`src/rtl/cpu_isa_pkg.sv`:
```
// Shared ISA constants for fetch and decode: NOP word, reset PC, the LRLI
// two-word opcode pattern and the opcodes that redirect the PC.
package cpu_isa_pkg;

    localparam logic [15:0] NOP_WORD     = 16'h0000;
    localparam logic [7:0]  RESET_PC_DEF = 8'h00;
    localparam logic [15:0] LRLI_MASK    = 16'hFE00;
    localparam logic [15:0] LRLI_MATCH   = 16'h8400;

    // Opcode field is word[15:9]; LRLI occupies 7'h42.
    localparam logic [6:0] OP_LRLI   = 7'h42;
    localparam logic [6:0] OP_JUMP   = 7'h60;
    localparam logic [6:0] OP_JUMPR  = 7'h61;
    localparam logic [6:0] OP_BRZ    = 7'h62;
    localparam logic [6:0] OP_BRN    = 7'h63;
    localparam logic [6:0] OP_CALL   = 7'h64;
    localparam logic [6:0] OP_RETURN = 7'h65;

    typedef enum logic {
        ST_FETCH = 1'b0,
        ST_EXT   = 1'b1
    } fetch_state_e;

    function automatic logic is_ext_word(input logic [15:0] word,
                                         input logic [15:0] mask,
                                         input logic [15:0] match);
        return (word & mask) == match;
    endfunction

endpackage

```
`src/rtl/fetch_pc_ctr.sv`:
```
// 8-bit fetch PC register: redirect load has priority, then hold, then increment.
// Arithmetic wraps modulo 256.
module fetch_pc_ctr
    import cpu_isa_pkg::*;
#(
    parameter logic [7:0] RESET_PC = RESET_PC_DEF
) (
    input  logic       clk,
    input  logic       rst,
    input  logic       load_i,
    input  logic [7:0] load_pc_i,
    input  logic       inc_i,
    input  logic       hold_i,
    output logic [7:0] pc_o,
    output logic [7:0] pc_plus1_o
);

    logic [7:0] pc_q;
    logic [7:0] pc_d;

    always_comb begin
        pc_d = pc_q;
        if (load_i) begin
            pc_d = load_pc_i;
        end else if (!hold_i && inc_i) begin
            pc_d = pc_q + 8'd1;
        end
    end

    always_ff @(posedge clk or posedge rst) begin
        if (rst) begin
            pc_q <= RESET_PC;
        end else begin
            pc_q <= pc_d;
        end
    end

    assign pc_o       = pc_q;
    assign pc_plus1_o = pc_q + 8'd1;

endmodule

```
`src/rtl/instr_fetch_unit.sv`:
```
// Program-ROM fetch front end: drives the fetch address, assembles LRLI
// opcode+literal pairs into one issue slot and flushes on execute redirects.
module instr_fetch_unit
    import cpu_isa_pkg::*;
#(
    parameter logic [7:0]  RESET_PC  = RESET_PC_DEF,
    parameter logic [15:0] EXT_MASK  = LRLI_MASK,
    parameter logic [15:0] EXT_MATCH = LRLI_MATCH
) (
    input  logic        clk,
    input  logic        rst,
    output logic [7:0]  pc_out,
    input  logic [15:0] instr_in,
    input  logic        fetch_en,
    input  logic        redirect_valid,
    input  logic [7:0]  redirect_pc,
    output logic [15:0] ir,
    output logic [15:0] ir_ext,
    output logic        ir_is_ext,
    output logic [7:0]  ir_pc,
    output logic [7:0]  link_pc,
    output logic        ir_valid,
    input  logic        ir_ready
);

    fetch_state_e state_q, state_d;
    logic [15:0]  ir_q, ir_d;
    logic [15:0]  ir_ext_q, ir_ext_d;
    logic         ir_is_ext_q, ir_is_ext_d;
    logic [7:0]   ir_pc_q, ir_pc_d;
    logic [7:0]   link_pc_q, link_pc_d;
    logic         ir_valid_q, ir_valid_d;

    logic       pc_load;
    logic       pc_inc;
    logic       pc_hold;
    logic [7:0] pc;
    logic [7:0] pc_plus1;
    logic       slot_free;
    logic       word_is_ext;

    fetch_pc_ctr #(
        .RESET_PC (RESET_PC)
    ) u_pc (
        .clk        (clk),
        .rst        (rst),
        .load_i     (pc_load),
        .load_pc_i  (redirect_pc),
        .inc_i      (pc_inc),
        .hold_i     (pc_hold),
        .pc_o       (pc),
        .pc_plus1_o (pc_plus1)
    );

    assign slot_free   = !ir_valid_q || ir_ready;
    assign word_is_ext = is_ext_word(instr_in, EXT_MASK, EXT_MATCH);
    assign pc_hold     = !pc_inc && !pc_load;

    always_comb begin
        state_d     = state_q;
        ir_d        = ir_q;
        ir_ext_d    = ir_ext_q;
        ir_is_ext_d = ir_is_ext_q;
        ir_pc_d     = ir_pc_q;
        link_pc_d   = link_pc_q;
        ir_valid_d  = ir_valid_q;
        pc_load     = 1'b0;
        pc_inc      = 1'b0;

        if (redirect_valid) begin
            // Drops any held or half-assembled instruction.
            pc_load     = 1'b1;
            ir_valid_d  = 1'b0;
            ir_is_ext_d = 1'b0;
            state_d     = ST_FETCH;
        end else begin
            case (state_q)
                ST_FETCH: begin
                    if (fetch_en && slot_free) begin
                        ir_d    = instr_in;
                        ir_pc_d = pc;
                        pc_inc  = 1'b1;
                        if (word_is_ext) begin
                            ir_valid_d = 1'b0;
                            state_d    = ST_EXT;
                        end else begin
                            ir_valid_d  = 1'b1;
                            ir_is_ext_d = 1'b0;
                            link_pc_d   = pc_plus1;
                        end
                    end
                end
                ST_EXT: begin
                    if (fetch_en) begin
                        ir_ext_d    = instr_in;
                        pc_inc      = 1'b1;
                        ir_is_ext_d = 1'b1;
                        link_pc_d   = pc_plus1;
                        ir_valid_d  = 1'b1;
                        state_d     = ST_FETCH;
                    end
                end
                default: state_d = ST_FETCH;
            endcase
        end
    end

    always_ff @(posedge clk or posedge rst) begin
        if (rst) begin
            state_q     <= ST_FETCH;
            ir_q        <= NOP_WORD;
            ir_ext_q    <= 16'h0000;
            ir_is_ext_q <= 1'b0;
            ir_pc_q     <= 8'h00;
            link_pc_q   <= 8'h00;
            ir_valid_q  <= 1'b0;
        end else begin
            state_q     <= state_d;
            ir_q        <= ir_d;
            ir_ext_q    <= ir_ext_d;
            ir_is_ext_q <= ir_is_ext_d;
            ir_pc_q     <= ir_pc_d;
            link_pc_q   <= link_pc_d;
            ir_valid_q  <= ir_valid_d;
        end
    end

    assign pc_out    = pc;
    assign ir        = ir_q;
    assign ir_ext    = ir_ext_q;
    assign ir_is_ext = ir_is_ext_q;
    assign ir_pc     = ir_pc_q;
    assign link_pc   = link_pc_q;
    assign ir_valid  = ir_valid_q;

endmodule

```
`config.mk`:
```
export PLATFORM = sky130hd
export DESIGN_NAME = instr_fetch_unit
export DESIGN_NICKNAME = d
export VERILOG_FILES = /design/src/rtl/cpu_isa_pkg.sv /design/src/rtl/fetch_pc_ctr.sv /design/src/rtl/instr_fetch_unit.sv
export SDC_FILE = /design/constraint.sdc
export NUM_CORES = 1
export LEC_CHECK = 0
export ABC_AREA = 1
export BUFFER_PORTS_ARGS = -buffer_cell sky130_fd_sc_hd__buf_2
export CORE_MARGIN = 3
export CORE_UTILIZATION = 35
export CTS_CLUSTER_DIAMETER = 50
export DETAILED_ROUTE_END_ITERATION = 12
export SLEW_MARGIN = 20
export SYNTH_ARGS = -nofsm -noshare
export SYNTH_HDL_FRONTEND = slang
export SYNTH_HIERARCHICAL = 1
export SYNTH_SLANG_ARGS = --single-unit
```
`constraint.sdc`:
```
create_clock -name clk -period 2.85 [get_ports clk]
set_clock_uncertainty 0.2 [all_clocks]
set_input_delay 0.57 -clock clk [delete_from_list [all_inputs] [get_ports clk]]
set_output_delay 0.57 -clock clk [all_outputs]
set_load 0.01 [all_outputs]
```
# ---- Word level (Yosys, flattened, before mapping)
# Cells that the tools add are included.
dict set report op_classes {
  bitwise_logic 2
  eq_ne 7
  n_addsub 1
  mux 25
  reduce_logical 14
}
# operator n
set op_table {}
lappend op_table {{2-to-1 mux 8 bit} 5}
lappend op_table {{one-hot mux 8 bit (2 select lines)} 1}
lappend op_table {{2-to-1 mux 1 bit} 15}
lappend op_table {{inequality test 3 bit, second input constant} 3}
lappend op_table {{AND reduction 3 bit} 3}
lappend op_table {{adder 8 x 1 -> 8 bit, second input constant} 1}
lappend op_table {{one-hot mux 1 bit (2 select lines)} 4}
lappend op_table {{== test 7 bit, second input constant} 1}
lappend op_table {{inequality test 2 bit, second input constant} 3}
lappend op_table {{logical NOT 1 bit} 4}
lappend op_table {{AND reduction 4 bit} 1}
lappend op_table {{logical AND 1 bit} 3}
lappend op_table {{NOT 1 bit} 2}
lappend op_table {{AND reduction 2 bit} 1}
lappend op_table {{nonzero test 2 bit} 1}
lappend op_table {{logical OR 1 bit} 1}
dict set report totals {
  out_inout_bits 58
  input_bits 29
  regBits 59
}

# ---- Depth between registers and ports, before layout
# Gate-level depths: netlist of the first run.
dict set report depth {
  word_depth 12
  mapped_depth 11
  mapped_depth_nobuf 11
}

# ---- Hierarchy
# The synthesis of the first run kept the hierarchy.
# module cells_per_inst area_each_um2 seq_area_each_um2 n_inst
set modules_own_cells {}
lappend modules_own_cells {instr_fetch_unit 215 2090.8 1276.2 1}
lappend modules_own_cells {fetch_pc_ctr 81 551.8 200.2 1}

# ---- Worst setup path before layout of the first run
# Ideal clock, no wire load.
dict set report synth_timing {
  path_kind {input to register}
  from {in ir_ready}
  to {reg u_pc.pc_q[7], in the netlist u_pc/pc_o[7]}
  path_buffers 0
  cell_stages 11
  path_slack_ps 1130
  t_arrival_ps 1455
  cell_sequence {inv_1 nand3_1 nand2_1 nand2_1 inv_1 inv_1 nand2_1 nand2_2 o21ai_0 inv_1 nand2_1}
}
dict set report synth_via {
  elab_chain_len 10
}
# element line
set synth_lines {}
lappend synth_lines {{start, declared} instr_fetch_unit.sv:23} ;# input logic ir_ready
lappend synth_lines {{logical OR 1 bit} instr_fetch_unit.sv:55} ;# assign slot_free = !ir_valid_q || ir_ready;
lappend synth_lines {{logical AND 1 bit} instr_fetch_unit.sv:79} ;# if (fetch_en && slot_free) begin
lappend synth_lines {{2-to-1 mux 1 bit} instr_fetch_unit.sv:79}
lappend synth_lines {{one-hot mux 1 bit (2 select lines)} instr_fetch_unit.sv:77} ;# case (state_q)
lappend synth_lines {{2-to-1 mux 1 bit} instr_fetch_unit.sv:70} ;# if (redirect_valid) begin
lappend synth_lines {{logical NOT 1 bit} instr_fetch_unit.sv:57} ;# assign pc_hold = !pc_inc && !pc_load;
lappend synth_lines {{logical AND 1 bit} instr_fetch_unit.sv:57}
lappend synth_lines {{net pc_hold} instr_fetch_unit.sv:36} ;# logic pc_hold;
lappend synth_lines {{logical NOT 1 bit} fetch_pc_ctr.sv:25} ;# end else if (!hold_i && inc_i) begin
lappend synth_lines {{logical AND 1 bit} fetch_pc_ctr.sv:25}
lappend synth_lines {{nonzero test 2 bit (no source line)} -}
lappend synth_lines {{end signal, assigned} fetch_pc_ctr.sv:34} ;# pc_q <= pc_d;
lappend synth_lines {{end, declared} fetch_pc_ctr.sv:18} ;# logic [7:0] pc_q;
# The timed path passes the listed nets, and every way through them passes these cells.
# A chain may end at the register's enable or synchronous reset.

# ---- Worst setup path in the final report of the first run
dict set report layout_timing {
  from {reg u_pc.pc_q[2], in the netlist u_pc/pc_o[2]}
  to {out pc_out[2]}
}
# element line
set layout_lines {}
lappend layout_lines {{end, declared} instr_fetch_unit.sv:12} ;# output logic [7:0] pc_out,
# No word-level cell between the ends.

==> results of run 1 <==
## report_power, final
| part | switching, mW | internal, mW | leakage (nW) | total, mW |
|---|---|---|---|---|
| Clock | 0.353 | 0.409 | 0.0998 | 0.762 |
| Combinational | 0.250 | 0.167 | 1.01 | 0.417 |
| Sequential | 0.0756 | 0.942 | 0.757 | 1.02 |
## cells by family after synthesis
kind of cell | count (synthesis) | share of synthesized area, %
buf+inv | 44 | 7.718
fa+ha+maj | 1 | 0.4734
simple gates | 146 | 23.77
compound gates | 43 | 11.17
flops | 59 | 55.87
xor+xnor | 3 | 0.9945
## worst max path at each step
stage | from | to | slack (ps) | depth (start not counted)
after floorplan | rst | ir[0]$_DFFE_PP0P_ | 850 | 1
after global placement | redirect_valid | ir[5]$_DFFE_PP0P_ | 870 | 6
after detailed placement | redirect_valid | ir[0]$_DFFE_PP0P_ | 840 | 6
after CTS | u_pc/pc_o[2]$_DFFE_PP0P_ | pc_out[2] | 1020 | 1
after global routing | state_q$_DFF_PP0_ | u_pc/pc_o[5]$_DFFE_PP0P_ | 940 | 11
final | u_pc/pc_o[2]$_DFFE_PP0P_ | pc_out[2] | 1050 | 1
## through the flow
stage	hold WS [ps]	utilization (%)	instances	setup slack, ps
global route	246.8	46.16	493	942.2
CTS	242.1	46.16	493	1023
floorplan	185.7	-	296	850.5
global placement	251.8	43.26	476	865.0
finish	259.8	46.16	493	1055
detailed placement	257.3	43.26	476	841.3
## Yosys cell counts
master | n | area [sq um]
o31ai_1 | 1 | 7.510
buf_4 | 1 | 7.510
dfrtp_1 | 59 | 1476
nand3_1 | 26 | 130.1
o211ai_1 | 1 | 7.510
buf_2 | 3 | 15.01
xor2_1 | 3 | 26.28
and2_1 | 3 | 18.77
o21ai_0 | 19 | 95.09
clkbuf_2 | 1 | 5.000
inv_1 | 33 | 123.9
nand2_2 | 3 | 18.77
o21ai_1 | 4 | 20.02
nor2_1 | 8 | 30.03
a21boi_4 | 1 | 18.77
a31oi_1 | 1 | 6.260
nand2_1 | 100 | 375.4
o21ai_2 | 16 | 140.1
inv_2 | 2 | 7.510
buf_6 | 4 | 45.04
nand3_2 | 2 | 20.02
nand2_4 | 1 | 11.26
ha_1 | 1 | 12.51
nor2_4 | 1 | 11.26
nor2_2 | 2 | 12.51
## flip-flops by register name, indices dropped and copies added, names as in the netlist
register   flops
ir_is_ext      1
u_pc/pc_o      8
link_pc        8
ir_pc          8
ir_valid       1
ir_ext        16
ir            16
state_q        1
## metal layers
| metal | GRT usage (%) | part of all wire [%] | up-vias |
|---|---|---|---|
| li1 | - | - | 1120 |
| met1 | 20.91 | 45 | 1030 |
| met2 | 23.94 | 44 | 98 |
| met3 | 5.768 | 8.9 | 10 |
| met4 | 5.128 | 1.5 | 0 |
| met5 | 0 | 0 | - |
## cell type report
class | instances | area [sq um] | share of cell area (%)
Sequential cell | 59 | 1476 | 43.87
Clock inverter | 7 | 77.57 | 2.305
Tap cell | 99 | 123.9 | 3.680
Multi-Input combinational cell | 193 | 962.2 | 28.59
Clock buffer | 9 | 123.9 | 3.680
Timing Repair Buffer | 91 | 470.5 | 13.98
Inverter | 35 | 131.4 | 3.903
==> flow_summary.toml, run 1 <==
[sta]
fmax_mhz = 557.0
grt_setup_unrepaired = "no"
drv_slew = 0
relSlewSlack_pct = 66.46
hold_viol = 0
finalSetupViolCount = 0
timing.setup.tns_ps = 0
tightest_slew_ps = 502.6
timing.final.crit_share_pct = 63.00
post-route-min-period_ps = 1795

[yosys]
synth_warnings = 6
ys_seq_area_share_pct = 55.87
synth.distinct_cells = 25
synth_seq_cells = 59
syn_inst = 296
syn-cell-area_sq_um = 2643
synth_fp_nets = 326
avgSynthCellArea_sq_um = 8.927

[clocking]
clockBufferDepth = 2
cts.sinks = 59
postCtsSetupBuffers = 0
cts_hold_buf = 1
cts_inserted_buffers = 9
h-tree-depth = 3
cts_tree = "built"
post_cts_resized = 0
clk_pin_slew_ps = 70
clock_latency_ps = 340
root_buffer = "clkbuf_8"

[grt]
grt_first_pass_wirelength_mm = 10.59
grt_pass1_vias = 2192
overflow = 0
grtUsageTotal_pct = 15.78
grt_max_degree = 41
grt_antenna_before_repair = 0

[setup_path]
crit_chain = "buf_2"
rr_endpoint = "u_pc/pc_o[0]$_DFFE_PP0P_"
ff2ff_path_depth = 7
endpoint_kind = "output port"
arrival_ps = 1030
r2r_setup_slack_ps = 1110
r2r-start = "ir_valid$_DFFE_PP0P_"
startpoint_type = "flip-flop"
path_class = "flip-flop to output port"
worstPathRequired_ps = 2080
max_stage_delay_ps = 500
cp_max_fo = 7
critPathBufInv = 1
critical_path.top_delay_family = "flip-flops"
slowest_stage = "dfrtp_1"

[cells_and_area]
final_common_cell = "nand2_1"
drive_gt1_share_pct = 34.26
fin_area_sq_um = 3366
layout_common_cells = "nand2_1 (100), buf_2 (86), dfrtp_1 (59)"
synthToLayoutAreaGrowth_pct = 27.37
fillers = 747
n_antenna_cell = 0
fin_nets = 419

[die]
die_area_sq_um = 8629
die_h_um = 92.89
core_area_sq_um = 7292
num_rows = 31
initial_core_util_pct = 36.24
io_pins = 87
die_x_um = 92.89

[detailed_routing]
drt-initial-drc-count = 105
viasPerCell = 4.580
drc = 0
drt_first_pass_iters = 4
routedWlPerCell_um = 12.96
drtAntennaViolNets = 0
drt_wl_total_mm = 6.387
routed-via-count = 2258

[power]
total_power_mw = 2.196
power.static_leakage_nw = 1.868
peakVddDrop_uv = 346.4
power_density_nw_per_um2 = 652.6

[hold_path]
hp-class = "input port to flip-flop"
worstHoldPathCells = 3
worstHoldStart = "redirect_pc[2]"
holdPathEnd = "u_pc/pc_o[2]$_DFFE_PP0P_"

[placed_design]
gp_congestion = 0.8314
place_area_sq_um = 3154
io_buffers = 86
hpwl_mm = 4.688

[status]
outcome = "completed"

[job]
cap_violations = 0
No activity file was read; power rests on OpenSTA's default activity.
==> run 2: changes to the inputs <==
==> constraint.sdc (replaced) <==
create_clock -name clk -period 1.8 [get_ports clk]
set_clock_uncertainty 0.2 [all_clocks]
set_input_delay 0.36 -clock clk [delete_from_list [all_inputs] [get_ports clk]]
set_output_delay 0.36 -clock clk [all_outputs]
set_load 0.01 [all_outputs]
==> flow_summary.toml, run 2 (synthesis results as in run 1) <==
[job]
cap_violations = 0

[grt]
grt_antenna_before_repair = 0
grt_first_pass_wirelength_mm = 10.56
overflow = 0
grtUsageTotal_pct = 15.61
grt_pass1_vias = 2190
grt_max_degree = 41

[power]
pwr-share-comb_pct = 18.6
peakVddDrop_uv = 542.6
pwr-share-clk_pct = 37.3
p_int_mw = 2.588
netSwitchingFraction_pct = 28.77
p_seq_share_pct = 44.1
total_power_mw = 3.633
power_density_nw_per_um2 = 1052
power.static_leakage_nw = 1.912
p_switching_mw = 1.045

[setup_path]
crit_chain = "inv_2, nand3_1, nand2_1, nand2_1, inv_1, inv_1, nand2_1, nand2_2, o21ai_0, inv_1, nand2_1"
startpoint_type = "flip-flop"
cp_max_fo = 8
endpoint_kind = "flip-flop"
crit_path_frequent_cell = "nand2_1"
max_stage_delay_ps = 400
slowest_stage = "dfrtp_1"
worstPathRequired_ps = 1870
critical_path.top_delay_family = "simple AND/OR/NAND/NOR gates"
path_class = "flip-flop to flip-flop"
arrival_ps = 1740
critPathBufInv = 4

[clocking]
postCtsSetupBuffers = 0
cts_tree = "built"
cts_inserted_buffers = 9
clock_latency_ps = 330
clockBufferDepth = 2
h-tree-depth = 3
cts.sinks = 59
clk_pin_slew_ps = 70
root_buffer = "clkbuf_8"

[detailed_routing]
routed-via-count = 2237
drc = 0
drt_first_pass_iters = 4
drt_wl_total_mm = 6.263
viasPerCell = 4.492
routedWlPerCell_um = 12.58
drtAntennaViolNets = 0
drt-initial-drc-count = 72

[die]
io_pins = 87
die_area_sq_um = 8629
num_rows = 31
die_x_um = 92.89
die_h_um = 92.89
initial_core_util_pct = 36.24
core_area_sq_um = 7292

[status]
outcome = "completed"

[cells_and_area]
final_common_cell = "nand2_1"
instances_no_fill = 498
final_core_util_pct = 47.36
layout_common_cells = "nand2_1 (100), buf_2 (86), dfrtp_1 (59)"
synthToLayoutAreaGrowth_pct = 30.68
n_antenna_cell = 0
drive_gt1_share_pct = 35.09
fin_area_sq_um = 3453
fin_nets = 424

[sta]
finalSetupViolCount = 0
tightest_slew_ps = 504.0
fmax_mhz = 598.8
hold_viol = 0
post-route-min-period_ps = 1670
timing.setup.tns_ps = 0
timing.final.crit_share_pct = 92.77
drv_slew = 0
grt_setup_unrepaired = "no"
relSlewSlack_pct = 66.37

[placed_design]
dp.cells = 481
gp_congestion = 0.8133
hpwl_mm = 4.605
io_buffers = 86
place_area_sq_um = 3217

[hold_path]
hp-class = "input port to flip-flop"
-- run 2: changes by cell type in the layout (fill, tap and decap cells not counted) --
cell / change
buf_12: +2
clkinv_4: -2
clkbuf_8: +1
inv_6: -1
clkinvlp_4: +1
bufinv_16: +1
buf_4: +3
-- run 2: worst reg2reg max path, cell delays in order, from the launching register on --
cell	delay, ps
dfrtp_1	400
inv_2	80
nand3_1	60
nand2_1	120
nand2_1	80
inv_1	70
inv_1	40
nand2_1	120
nand2_2	140
o21ai_0	180
inv_1	60
nand2_1	60
-- run 2: repair_timing --
action	4_1_cts	5_1_grt
resized for setup	0	0
hold buffers	1	0
endpoints found under the hold margin	24	0
-- run 2: power by group through the flow --
stage	registers, mW	clock network [mW]	logic, mW
CTS	1.61	1.40	0.690
floorplan	1.70	0	0.309
global route	1.63	1.46	0.763
detailed placement	1.63	0	0.687
global placement	1.63	0	0.675
finish	1.60	1.35	0.676
-- run 2: path summary, 6_finish.rpt --
check | startpoint | end | slack [ps] | cells past startpoint
min in group asynchronous | rst | u_pc/pc_o[5]$_DFFE_PP0P_ | 350 | 3
hold / removal | redirect_pc[2] | u_pc/pc_o[2]$_DFFE_PP0P_ | 60 | 3
setup reg to reg | state_q$_DFF_PP0_ | u_pc/pc_o[4]$_DFFE_PP0P_ | 130 | 11
setup / recovery | state_q$_DFF_PP0_ | u_pc/pc_o[4]$_DFFE_PP0P_ | 130 | 11
max in group asynchronous | rst | ir_pc[4]$_DFFE_PP0P_ | 520 | 4
hold reg to reg | ir_pc[3]$_DFFE_PP0P_ | ir_pc[3]$_DFFE_PP0P_ | 270 | 2
-- run 2: layer usage --
layer	wire length, um	vias to the layer above	global-route usage [%]
li1	-	1130	-
met1	2776	1013	20.87
met2	2929	89	24.36
met3	499	5	5.199
met4	59	0	4.029
met5	0	-	0
-- run 2: layout make-up --
class                      count  area [sq um]
clock buffer                  10         137.6
clock inverter                 6         88.84
fill                         767          3839
inverter                      35         131.4
multi-input combinational    193         962.2
sequential                    59          1476
tap                           99         123.9
timing repair buffer          96         533.0
-- run 2: metrics by stage --
| step | worst slack (ps) | hold WS (ps) |
|---|---|---|
| after floorplan | 10.48 | -24.34 |
| after global placement | 72.48 | 153.4 |
| after detailed placement | 61.99 | 171.0 |
| after CTS | 137.2 | 38.72 |
| after global routing | 12.84 | 48.90 |
| final | 130.1 | 56.87 |
